--- config.mk ---
export PLATFORM = sky130hd
export DESIGN_NAME = prbs_checker_s_flat
export DESIGN_NICKNAME = d
export VERILOG_FILES = /design/src/rtl/prbs_checker_s_pkg.sv /design/src/rtl/prbs_checker_s_if.sv /design/src/rtl/prbs_checker_s_sat_counter.sv /design/src/rtl/prbs_checker_s.sv /design/src/flat_wrapper.sv
export SDC_FILE = /design/constraint.sdc
export NUM_CORES = 1
export LEC_CHECK = 0
export BUFFER_PORTS_ARGS = -buffer_cell sky130_fd_sc_hd__buf_2
export CAP_MARGIN = 20
export CORE_ASPECT_RATIO = 0.5
export CORE_UTILIZATION = 35
export DETAILED_ROUTE_END_ITERATION = 16
export GPL_TIMING_DRIVEN = 0
export PLACE_DENSITY = 0.55
export SYNTH_ARGS = -nofsm -noshare
export SYNTH_HDL_FRONTEND = slang
export SYNTH_SLANG_ARGS = --single-unit
--- constraint.sdc ---
create_clock -name clk -period 2.3 [get_ports clk]
set_input_delay 0.46 -clock clk [delete_from_list [all_inputs] [get_ports clk]]
set_output_delay 0.46 -clock clk [all_outputs]
set_load 0.01 [all_outputs]
--- src/rtl/prbs_checker_s_pkg.sv ---
// Shared types and helpers for the serial PRBS checker.
// Optional feature macro: PRBS_CHK_BITCNT_EN (adds bit_cnt output).
package prbs_pkg;

  // Widest LFSR order poly_rev can handle.
  localparam int unsigned PRBS_MAX_W = 64;

  // Default x^16 + x^14 + x^13 + x^11 + 1 feedback taps (x^16 implicit).
  localparam logic [15:0] PRBS16_POLY = 16'h6801;

  typedef enum logic [1:0] {
    SEARCH,
    VERIFY,
    LOCKED
  } prbs_chk_state_e;

  // Bit-reverse the low 'width' bits of poly; bits at or above width are 0.
  function automatic logic [PRBS_MAX_W-1:0] poly_rev(
    input logic [PRBS_MAX_W-1:0] poly,
    input int unsigned           width
  );
    logic [PRBS_MAX_W-1:0] r;
    r = '0;
    for (int unsigned i = 0; i < PRBS_MAX_W; i++) begin
      if (i < width) begin
        r[i] = poly[width-1-i];
      end
    end
    return r;
  endfunction

endpackage

--- src/rtl/prbs_checker_s_if.sv ---
// Serial data / status bundle between a PRBS source and the checker.
// Optional feature macro: PRBS_CHK_BITCNT_EN (adds bit_cnt).
interface prbs_checker_s_if #(
  parameter int unsigned CNT_W = 32
);

  logic             din;
  logic             din_vld;
  logic             clr;
  logic             locked;
  logic             err_pulse;
  logic [CNT_W-1:0] err_cnt;
  logic             lock_lost;
`ifdef PRBS_CHK_BITCNT_EN
  logic [CNT_W-1:0] bit_cnt;
`endif

`ifdef PRBS_CHK_BITCNT_EN
  modport master (
    output din, din_vld, clr,
    input  locked, err_pulse, err_cnt, lock_lost, bit_cnt
  );

  modport slave (
    input  din, din_vld, clr,
    output locked, err_pulse, err_cnt, lock_lost, bit_cnt
  );
`else
  modport master (
    output din, din_vld, clr,
    input  locked, err_pulse, err_cnt, lock_lost
  );

  modport slave (
    input  din, din_vld, clr,
    output locked, err_pulse, err_cnt, lock_lost
  );
`endif

endinterface

--- src/rtl/prbs_checker_s_sat_counter.sv ---
// Saturating up-counter with synchronous clear (clear beats increment).
module sat_counter #(
  parameter int unsigned W = 32
) (
  input  logic         clk,
  input  logic         rst_b,
  input  logic         inc,
  input  logic         clr,
  output logic [W-1:0] cnt
);

  // Count up on inc, hold at all-ones, clr zeroes unconditionally.
  always_ff @(posedge clk or negedge rst_b) begin
    if (!rst_b) begin
      cnt <= '0;
    end else if (clr) begin
      cnt <= '0;
    end else if (inc && (cnt != '1)) begin
      cnt <= cnt + W'(1);
    end
  end

endmodule

--- src/rtl/prbs_checker_s.sv ---
// Self-synchronising serial PRBS checker for a Galois LFSR source.
// Seeds its history from the received stream, verifies LOCK_CNT bits,
// then flywheels its own prediction and counts mismatches.
// Optional feature macro: PRBS_CHK_BITCNT_EN (saturating bit_cnt while LOCKED).
module prbs_checker_s
  import prbs_pkg::*;
#(
  parameter int unsigned      WIDTH       = 16,
  parameter logic [WIDTH-1:0] POLY        = WIDTH'(PRBS16_POLY),
  parameter int unsigned      LOCK_CNT    = 16,
  parameter int unsigned      WINDOW      = 256,
  parameter int unsigned      LOSS_THRESH = 8,
  parameter int unsigned      CNT_W       = 32
) (
  input  logic         clk,
  input  logic         rst_b,
  prbs_checker_s_if.slave bus
);

  localparam int unsigned FILL_W  = $clog2(WIDTH + 1);
  localparam int unsigned MATCH_W = $clog2(LOCK_CNT + 1);
  localparam int unsigned WBIT_W  = $clog2(WINDOW + 1);
  localparam int unsigned WERR_W  = $clog2(LOSS_THRESH + 1);

  // hist[0] is the newest bit, so the taps are the reversed polynomial.
  localparam logic [WIDTH-1:0] POLY_REV =
    WIDTH'(poly_rev(PRBS_MAX_W'(POLY), WIDTH));

  prbs_chk_state_e      state_q, state_d;
  logic [WIDTH-1:0]     hist_q, hist_d;
  logic [FILL_W-1:0]    fill_cnt_q;
  logic [MATCH_W-1:0]   match_cnt_q;
  logic [WBIT_W-1:0]    win_bits_q;
  logic [WERR_W-1:0]    win_err_q;

  logic                 accept;
  logic                 pred;
  logic                 mismatch;
  logic                 bit_in;
  logic                 win_end;
  logic                 err_evt;
  logic                 loss_evt;
  logic                 stay_search;
  logic                 stay_verify;
  logic                 stay_locked;

  logic                 locked_o;
  logic                 err_pulse_q;
  logic                 lock_lost_q;
  logic [CNT_W-1:0]     err_cnt;

  assign accept   = bus.din_vld;
  assign pred     = ^(hist_q & POLY_REV);
  assign mismatch = bus.din ^ pred;
  // While locked the history follows the prediction, so line errors
  // never feed back into later predictions.
  assign bit_in   = (state_q == LOCKED) ? pred : bus.din;
  assign hist_d   = {hist_q[WIDTH-2:0], bit_in};
  assign win_end  = (win_bits_q == WBIT_W'(WINDOW - 1));

  assign stay_search = (state_q == SEARCH) && (state_d == SEARCH);
  assign stay_verify = (state_q == VERIFY) && (state_d == VERIFY);
  assign stay_locked = (state_q == LOCKED) && (state_d == LOCKED);

  // State register.
  always_ff @(posedge clk or negedge rst_b) begin
    if (!rst_b) begin
      state_q <= SEARCH;
    end else begin
      state_q <= state_d;
    end
  end

  // Next-state decode and per-bit error / loss-of-lock events.
  always_comb begin
    state_d  = state_q;
    err_evt  = 1'b0;
    loss_evt = 1'b0;
    if (accept) begin
      case (state_q)
        SEARCH: begin
          if (fill_cnt_q == FILL_W'(WIDTH - 1)) begin
            state_d = VERIFY;
          end
        end
        VERIFY: begin
          if (mismatch) begin
            state_d = SEARCH;
          end else if (match_cnt_q == MATCH_W'(LOCK_CNT - 1)) begin
            // An all-zero seed predicts zeros forever; refuse to lock on it.
            state_d = (hist_d == '0) ? SEARCH : LOCKED;
          end
        end
        LOCKED: begin
          err_evt = mismatch;
          // Loss check uses the pre-reset window count, so it wins over
          // a coincident end-of-window restart.
          if (mismatch && (win_err_q == WERR_W'(LOSS_THRESH - 1))) begin
            loss_evt = 1'b1;
            state_d  = SEARCH;
          end
        end
        default: state_d = SEARCH;
      endcase
    end
  end

  // History, seeding and window counters advance only on accepted bits.
  always_ff @(posedge clk or negedge rst_b) begin
    if (!rst_b) begin
      hist_q      <= '0;
      fill_cnt_q  <= '0;
      match_cnt_q <= '0;
      win_bits_q  <= '0;
      win_err_q   <= '0;
    end else if (accept) begin
      hist_q      <= hist_d;
      fill_cnt_q  <= stay_search ? fill_cnt_q + FILL_W'(1) : '0;
      match_cnt_q <= stay_verify ? match_cnt_q + MATCH_W'(1) : '0;
      if (stay_locked) begin
        win_bits_q <= win_end ? '0 : win_bits_q + WBIT_W'(1);
        win_err_q  <= win_end ? '0 : win_err_q + WERR_W'(err_evt);
      end else begin
        win_bits_q <= '0;
        win_err_q  <= '0;
      end
    end
  end

  // Registered error pulse and sticky loss-of-lock flag.
  always_ff @(posedge clk or negedge rst_b) begin
    if (!rst_b) begin
      err_pulse_q <= 1'b0;
      lock_lost_q <= 1'b0;
    end else begin
      err_pulse_q <= err_evt;
      if (bus.clr) begin
        lock_lost_q <= 1'b0;
      end else if (loss_evt) begin
        lock_lost_q <= 1'b1;
      end
    end
  end

  // Output decode from the registered state.
  always_comb begin
    locked_o = (state_q == LOCKED);
  end

  sat_counter #(
    .W (CNT_W)
  ) u_err_cnt (
    .clk   (clk),
    .rst_b (rst_b),
    .inc   (err_evt),
    .clr   (bus.clr),
    .cnt   (err_cnt)
  );

`ifdef PRBS_CHK_BITCNT_EN
  logic [CNT_W-1:0] bit_cnt;

  sat_counter #(
    .W (CNT_W)
  ) u_bit_cnt (
    .clk   (clk),
    .rst_b (rst_b),
    .inc   (accept && (state_q == LOCKED)),
    .clr   (bus.clr),
    .cnt   (bit_cnt)
  );

  assign bus.bit_cnt = bit_cnt;
`endif

  assign bus.locked    = locked_o;
  assign bus.err_pulse = err_pulse_q;
  assign bus.err_cnt   = err_cnt;
  assign bus.lock_lost = lock_lost_q;

endmodule
--- src/flat_wrapper.sv ---
// flat-port wrapper written by rule: the top's interface ports become plain ports
module prbs_checker_s_flat import prbs_pkg::*;
#(
  parameter int unsigned      WIDTH       = 16,
  parameter logic [WIDTH-1:0] POLY        = WIDTH'(PRBS16_POLY),
  parameter int unsigned      LOCK_CNT    = 16,
  parameter int unsigned      WINDOW      = 256,
  parameter int unsigned      LOSS_THRESH = 8,
  parameter int unsigned      CNT_W       = 32
)
  (clk, rst_b, bus_din, bus_din_vld, bus_clr, bus_locked, bus_err_pulse, bus_err_cnt, bus_lock_lost);
  prbs_checker_s_if #(.CNT_W(CNT_W)) bus_i ();
  input  logic clk;
  input  logic rst_b;
  input wire logic [$bits(bus_i.din)-1:0] bus_din;
  input wire logic [$bits(bus_i.din_vld)-1:0] bus_din_vld;
  input wire logic [$bits(bus_i.clr)-1:0] bus_clr;
  output wire logic [$bits(bus_i.locked)-1:0] bus_locked;
  output wire logic [$bits(bus_i.err_pulse)-1:0] bus_err_pulse;
  output wire logic [$bits(bus_i.err_cnt)-1:0] bus_err_cnt;
  output wire logic [$bits(bus_i.lock_lost)-1:0] bus_lock_lost;
  assign bus_i.din = bus_din;
  assign bus_i.din_vld = bus_din_vld;
  assign bus_i.clr = bus_clr;
  assign bus_locked = bus_i.locked;
  assign bus_err_pulse = bus_i.err_pulse;
  assign bus_err_cnt = bus_i.err_cnt;
  assign bus_lock_lost = bus_i.lock_lost;
  prbs_checker_s #(.WIDTH(WIDTH), .POLY(POLY), .LOCK_CNT(LOCK_CNT), .WINDOW(WINDOW), .LOSS_THRESH(LOSS_THRESH), .CNT_W(CNT_W)) u_core (.clk(clk), .rst_b(rst_b), .bus(bus_i));
endmodule
======== Word level (Yosys, flattened, before mapping) ========
Index checks and enable logic that the tools add are counted.
word-level totals
  flip-flop bits (word level) ............. 75
  input bits .............................. 5
  output and inout port bits .............. 35
  word-level logic and storage cells ...... 58
operators by class
  $add $sub $neg .......................... 5
  equality and inequality tests ........... 9
  multiplexer cells ....................... 23
  bitwise operators ....................... 1
  reductions and logical operators ........ 11
operators with widths
  operator                                                               number
  32-bit two-way mux                                                     2
  32-bit by 1-bit adder with 32-bit output, second input constant        1
  32-bit inequality test, second input constant                          1
  9-bit two-way mux                                                      2
  16-bit logical NOT                                                     1
  16-bit parity                                                          1
  2-bit two-way mux                                                      6
  5-bit by 1-bit adder with 5-bit output, second input constant          2
  5-bit by 4-bit equality test with 1-bit output, second input constant  2
  5-bit two-way mux                                                      2
  9-bit by 1-bit adder with 9-bit output, second input constant          1
  9-bit by 8-bit equality test with 1-bit output, second input constant  1
  1-bit two-way mux                                                      8
  4-bit two-way mux                                                      2
  2-bit case mux with 3 select lines                                     1
  1-bit logical AND                                                      5
  4-bit by 1-bit adder with 4-bit output                                 1
  2-bit by 1-bit equality test with 1-bit output, second input constant  2
  2-bit equality test, second input constant                             2
  4-bit by 3-bit equality test with 1-bit output, second input constant  1
  2-bit logical NOT                                                      2
  2-bit nonzero test                                                     2
  1-bit bitwise XOR                                                      1

======== Logic depth before layout (Yosys ltp) ========
  word-level depth ........................ 11
  mapped depth ............................ 10
  depth with buffers taken out ............ 10

======== Cells and area by module ========
A second synthesis with hierarchy kept.
unflattened totals
  cell total of the unflattened synthesis .. 398
  area, all modules ....................... 4,050.1 µm²
modules (own cells, without submodules)
  module          instances  cells each  area each (µm²)  seq. area each (µm²)
  prbs_checker_s  1          200         2,195.9          1,076.0
  sat_counter     1          198         1,854.3          800.8

======== Least setup slack after synthesis ========
No wires, ideal clock.
  path kind ............................... register -> register
  start point ............................. register u_core.hist_q[1]
  end point ............................... register u_core.u_err_cnt.cnt[8]
  setup time .............................. 78 ps
  data arrival time ....................... 2,314 ps
  data required time ...................... 2,222 ps
  setup slack ............................. -92 ps
  cell stages (with the launch flop) ...... 10
  buffers on the path ..................... 2
  period minus slack after synthesis ...... 2,392 ps
  cells stage by stage .................... dfrtp_1 inv_1 ha_1 xnor3_1 xor2_1 or3_1 clkbuf_2 buf_6 or4_1 a21oi_1
between the ends
  cells in the longest elaborated chain, start to end .. 6
RTL lines
  item                                 RTL line                          RTL
  start: declaration                   prbs_checker_s.sv:30              logic [WIDTH-1:0] hist_q, hist_d;
  start signal: assignment             prbs_checker_s.sv:117             hist_q <= hist_d;
  16-bit parity                        prbs_checker_s.sv:53              assign pred = ^(hist_q & POLY_REV);
  1-bit bitwise XOR                    prbs_checker_s.sv:54              assign mismatch = bus.din ^ pred;
  1-bit two-way mux                    prbs_checker_s.sv:80              case (state_q)
  1-bit two-way mux                    prbs_checker_s.sv:79              if (accept) begin
  1-bit logical AND                    prbs_checker_s_sat_counter.sv:18  end else if (inc && (cnt != '1)) begin
  2-bit nonzero test (no source line)  -
  end signal: assignment               prbs_checker_s_sat_counter.sv:19  cnt <= cnt + W'(1);
  end: declaration                     prbs_checker_s_sat_counter.sv:9   output logic [W-1:0] cnt
Every way passes these cells.
A chain may end at the register's enable or synchronous reset.

======== Worst setup path in the final report ========
  start point ............................. register u_core.hist_q[1]
  end point ............................... register u_core.u_err_cnt.cnt[20]
The elaborated chain is that of the path after synthesis.

==> out/metrics.yaml <==
timing:
  finalHoldViolCount: 0
  setup_violations: 31
  maxSlewHeadroom_pct: 51.6
  skew_ns: 0.00554
  fin_crit_sh_pct: 111
  timing.fmax_mhz: 392
  timing.final.max_slew_violations: 0
  min_period_ns: 2.55
  rsz0062_at_grt: "true"
  layout_setup_ws_ns: -0.252
  holdWs_ns: 0.506
  worst_pin_slew_ns: 0.725
final_layout:
  fillers: 1034
  areaGrowthSynthToFinish_pct: 35.5
  design_area_mm2: 0.00548
  nets: 505
  drive_above_1_share_pct: 37.3
  instances_no_fill: 641
  diodes: 0
  final_util_pct: 49.3
cts:
  clk_latency_ns: 0.33
  clockRootBuffer: "clkbuf_16"
  cts_buffers: 9
  htree_levels: 3
  cts.clk_slew.worst_paths_ns: 0.06
  clockBufferDepth: 2
  cts_tree: "done"
  cts.sinks: 75
placement:
  routabilityCongestion: 0.787
  place_inst: 600
  postPlaceCellArea_mm2: 0.00448
  hpwl_um: 6990
  port_buffers: 39
drt:
  drt_wl_total_um: 11400
  ant_nets: 0
  routed-via-count: 3692
  drc: 0
  post_drt_via_cell_ratio: 5.76
  drt_iter0_markers: 238
  routedWlPerCell_um: 17.8
  drtPass1Iterations: 5
global_routing:
  grt_max_degree: 60
  grt_use_total_pct: 19.1
  grt_antenna_before_repair: 0
  grt_pass1_vias: 3448
  grt.busiest_layer: "met2"
  grt_use_met3_pct: 4.41
  met2_usage_pct: 29.0
  grt_use_met1_pct: 25.8
  grt-ovfl-total: 0
  grt_pass1_wl_um: 17700
setup_path:
  slowest_stage: "or4_4"
  max_stage_delay_ns: 0.42
  path_class: "register to register"
  cp-startpoint: "u_core.hist_q[1]"
  crit_arrival_ns: 2.81
  cp_common_cell: "buf_8"
  setup.worst_path.end_class: "register"
  r2r_cells: 10
  crit_path_start_kind: "register"
  required_ns: 2.56
  regToRegStartpoint: "u_core.hist_q[1]"
  crit_chain: "inv_2 > ha_4 > xnor3_2 > xor2_4 > or3_4 > buf_8 > buf_8 > buf_6 > or4_4 > a21oi_2"
  ff2ff_setup_slack_ns: -0.25
  cp_max_fo: 6
  worstReg2RegEnd: "u_core.u_err_cnt.cnt[20]"
synthesis:
  syn_inst: 415
  yosys.area.top_type: "dfrtp_1"
  synth_top_cells_by_area: "dfrtp_1 46%, mux2_2 6.4%, or4_1 4.1%"
  ys_ff_latch: 75
  synth-edff-count: 0
  synth.distinct_cells: 48
  ys_warn_count: 0
  synth_seq_area_share_pct: 46.4
  synthDominantCellAreaShare_pct: 46.4
  synth_most_common_cell: "dfrtp_1"
  avgSynthCellArea_um2: 9.74
  synth_area_mm2: 0.00404
  postSynthNetCount: 429
  async_flop_share_pct: 100
  yosys-top-cells-count: "75 x dfrtp_1, 28 x a21oi_1, 27 x nor2_1"
  synth_flop_cell: "dfrtp_1"
die:
  die_y_um: 78.0
  core_mm2: 0.0111
  dieArea_mm2: 0.0120
  start_util_pct: 36.4
  die_w_um: 154
  io_pins: 40
  fp-row-count: 27
worst_hold_path:
  min_from: "u_core.fill_cnt_q[3]"
  holdPathEnd: "u_core.fill_cnt_q[3]"
  hp-class: "register to register"
  min_delay_path_depth: 1
power:
  ir_worst_vdd_mv: 0.348
  p_leak_nw: 2.34
  power_mw: 3.88
  power_density_mw_per_mm2: 709
outcome:
  outcome: "finished with violations"
  violations: "setup timing"
job:
  maxCapViolCount: 0
critical path, delay by kind of cell (launching register included):
family                     cells  cell delay (ns)
AOI/OAI and AO/OA              1             0.15
xor gates and xnor gates       2             0.48
adders and majority gates      1             0.26
buffers and inverters          4             0.46
DFF                            1             0.37
and+or+nand+nor                2             0.76
final cells by class:
type | instances | area (um2) | area share [%]
clock buffer | 12 | 256 | 4.68
timing repair buffer | 65 | 455 | 8.31
multi-input combinational | 305 | 2480 | 45.2
buffer | 21 | 150 | 2.74
sequential | 75 | 1880 | 34.3
clock inverter | 4 | 25.0 | 0.457
tap | 145 | 181 | 3.31
inverter | 14 | 52.6 | 0.959
metrics by stage:
stage,setup WS (ns),setup TNS [ns]
floorplan,-0.0730,-0.306
global placement,-0.457,-9.25
detailed placement,-0.449,-8.94
CTS,-0.236,-4.72
global route,-0.322,-7.05
finish,-0.252,-3.31
how the worst max path moves through the flow:
| stage | endpoint | slack [ns] |
|---|---|---|
| 3_3_place_gp | u_core.u_err_cnt.cnt[29] | -0.46 |
| 2_1_floorplan | u_core.u_err_cnt.cnt[8] | -0.07 |
| 4_1_cts | u_core.u_err_cnt.cnt[20] | -0.24 |
| 6_report | u_core.u_err_cnt.cnt[20] | -0.25 |
| 5_1_grt | u_core.u_err_cnt.cnt[20] | -0.32 |
| 3_5_place_dp | u_core.u_err_cnt.cnt[21] | -0.45 |
registers in the layout, indices dropped and copies added (netlist names):
name / count
u_core.bus.err_pulse: 1
u_core.bus.lock_lost: 1
u_core.fill_cnt_q: 5
u_core.hist_q: 16
u_core.match_cnt_q: 5
u_core.state_q: 2
u_core.u_err_cnt.cnt: 32
u_core.win_bits_q: 9
u_core.win_err_q: 4
layout by cell type (no fill, tap or decap), drive strengths merged, types with 4 or more instances in the layout:
cell type  netlist  final
mux2            23     23
o31ai           19     19
nand2           24     25
nand2b           6      6
a211o            4      4
nor2            27     27
ha               9      9
or4             22     22
clkbuf          18     27
buf              4     70
nor4             9      9
nor2b            7      7
inv             14     14
o21ai           19     19
nor4b            4      4
nand3           22     22
and3             9      9
a21oi           28     28
nor3            10     10
a22o             4      4
nand4           14     14
or3              5      5
dfrtp           75     75
cells by family after synthesis:
kind of cell	share of synthesized area, %
compound gates	14.4
xor+xnor	0.990
fa+ha+maj	2.78
buf+inv	3.62
flops	46.4
mux	6.90
simple gates	24.9
layer usage:
layer  vias up  wire length, um  share of wire [%]
met5         -                0                  0
met4         0              252                2.2
met3        23              434                3.8
met2        89             5410                 47
met1      1851             5320                 47
li1       1729                -                  -
power by group:
| group | internal [mW] | switching, mW |
|---|---|---|
| sequential | 1.47 | 0.114 |
| combinational | 0.493 | 0.478 |
| clock | 0.786 | 0.545 |
repair_timing:
action | 4_1_cts | 5_1_grt
gates cloned | 2 | 0
gates resized for setup | 54 | 63
endpoints found under the setup margin | 40 | 48
hold buffers | 1 | 0
pin swaps | 34 | 24
hold endpoints to repair | 10 | 0
setup buffers | 19 | 5
No activity file was read; power rests on OpenSTA's default activity.
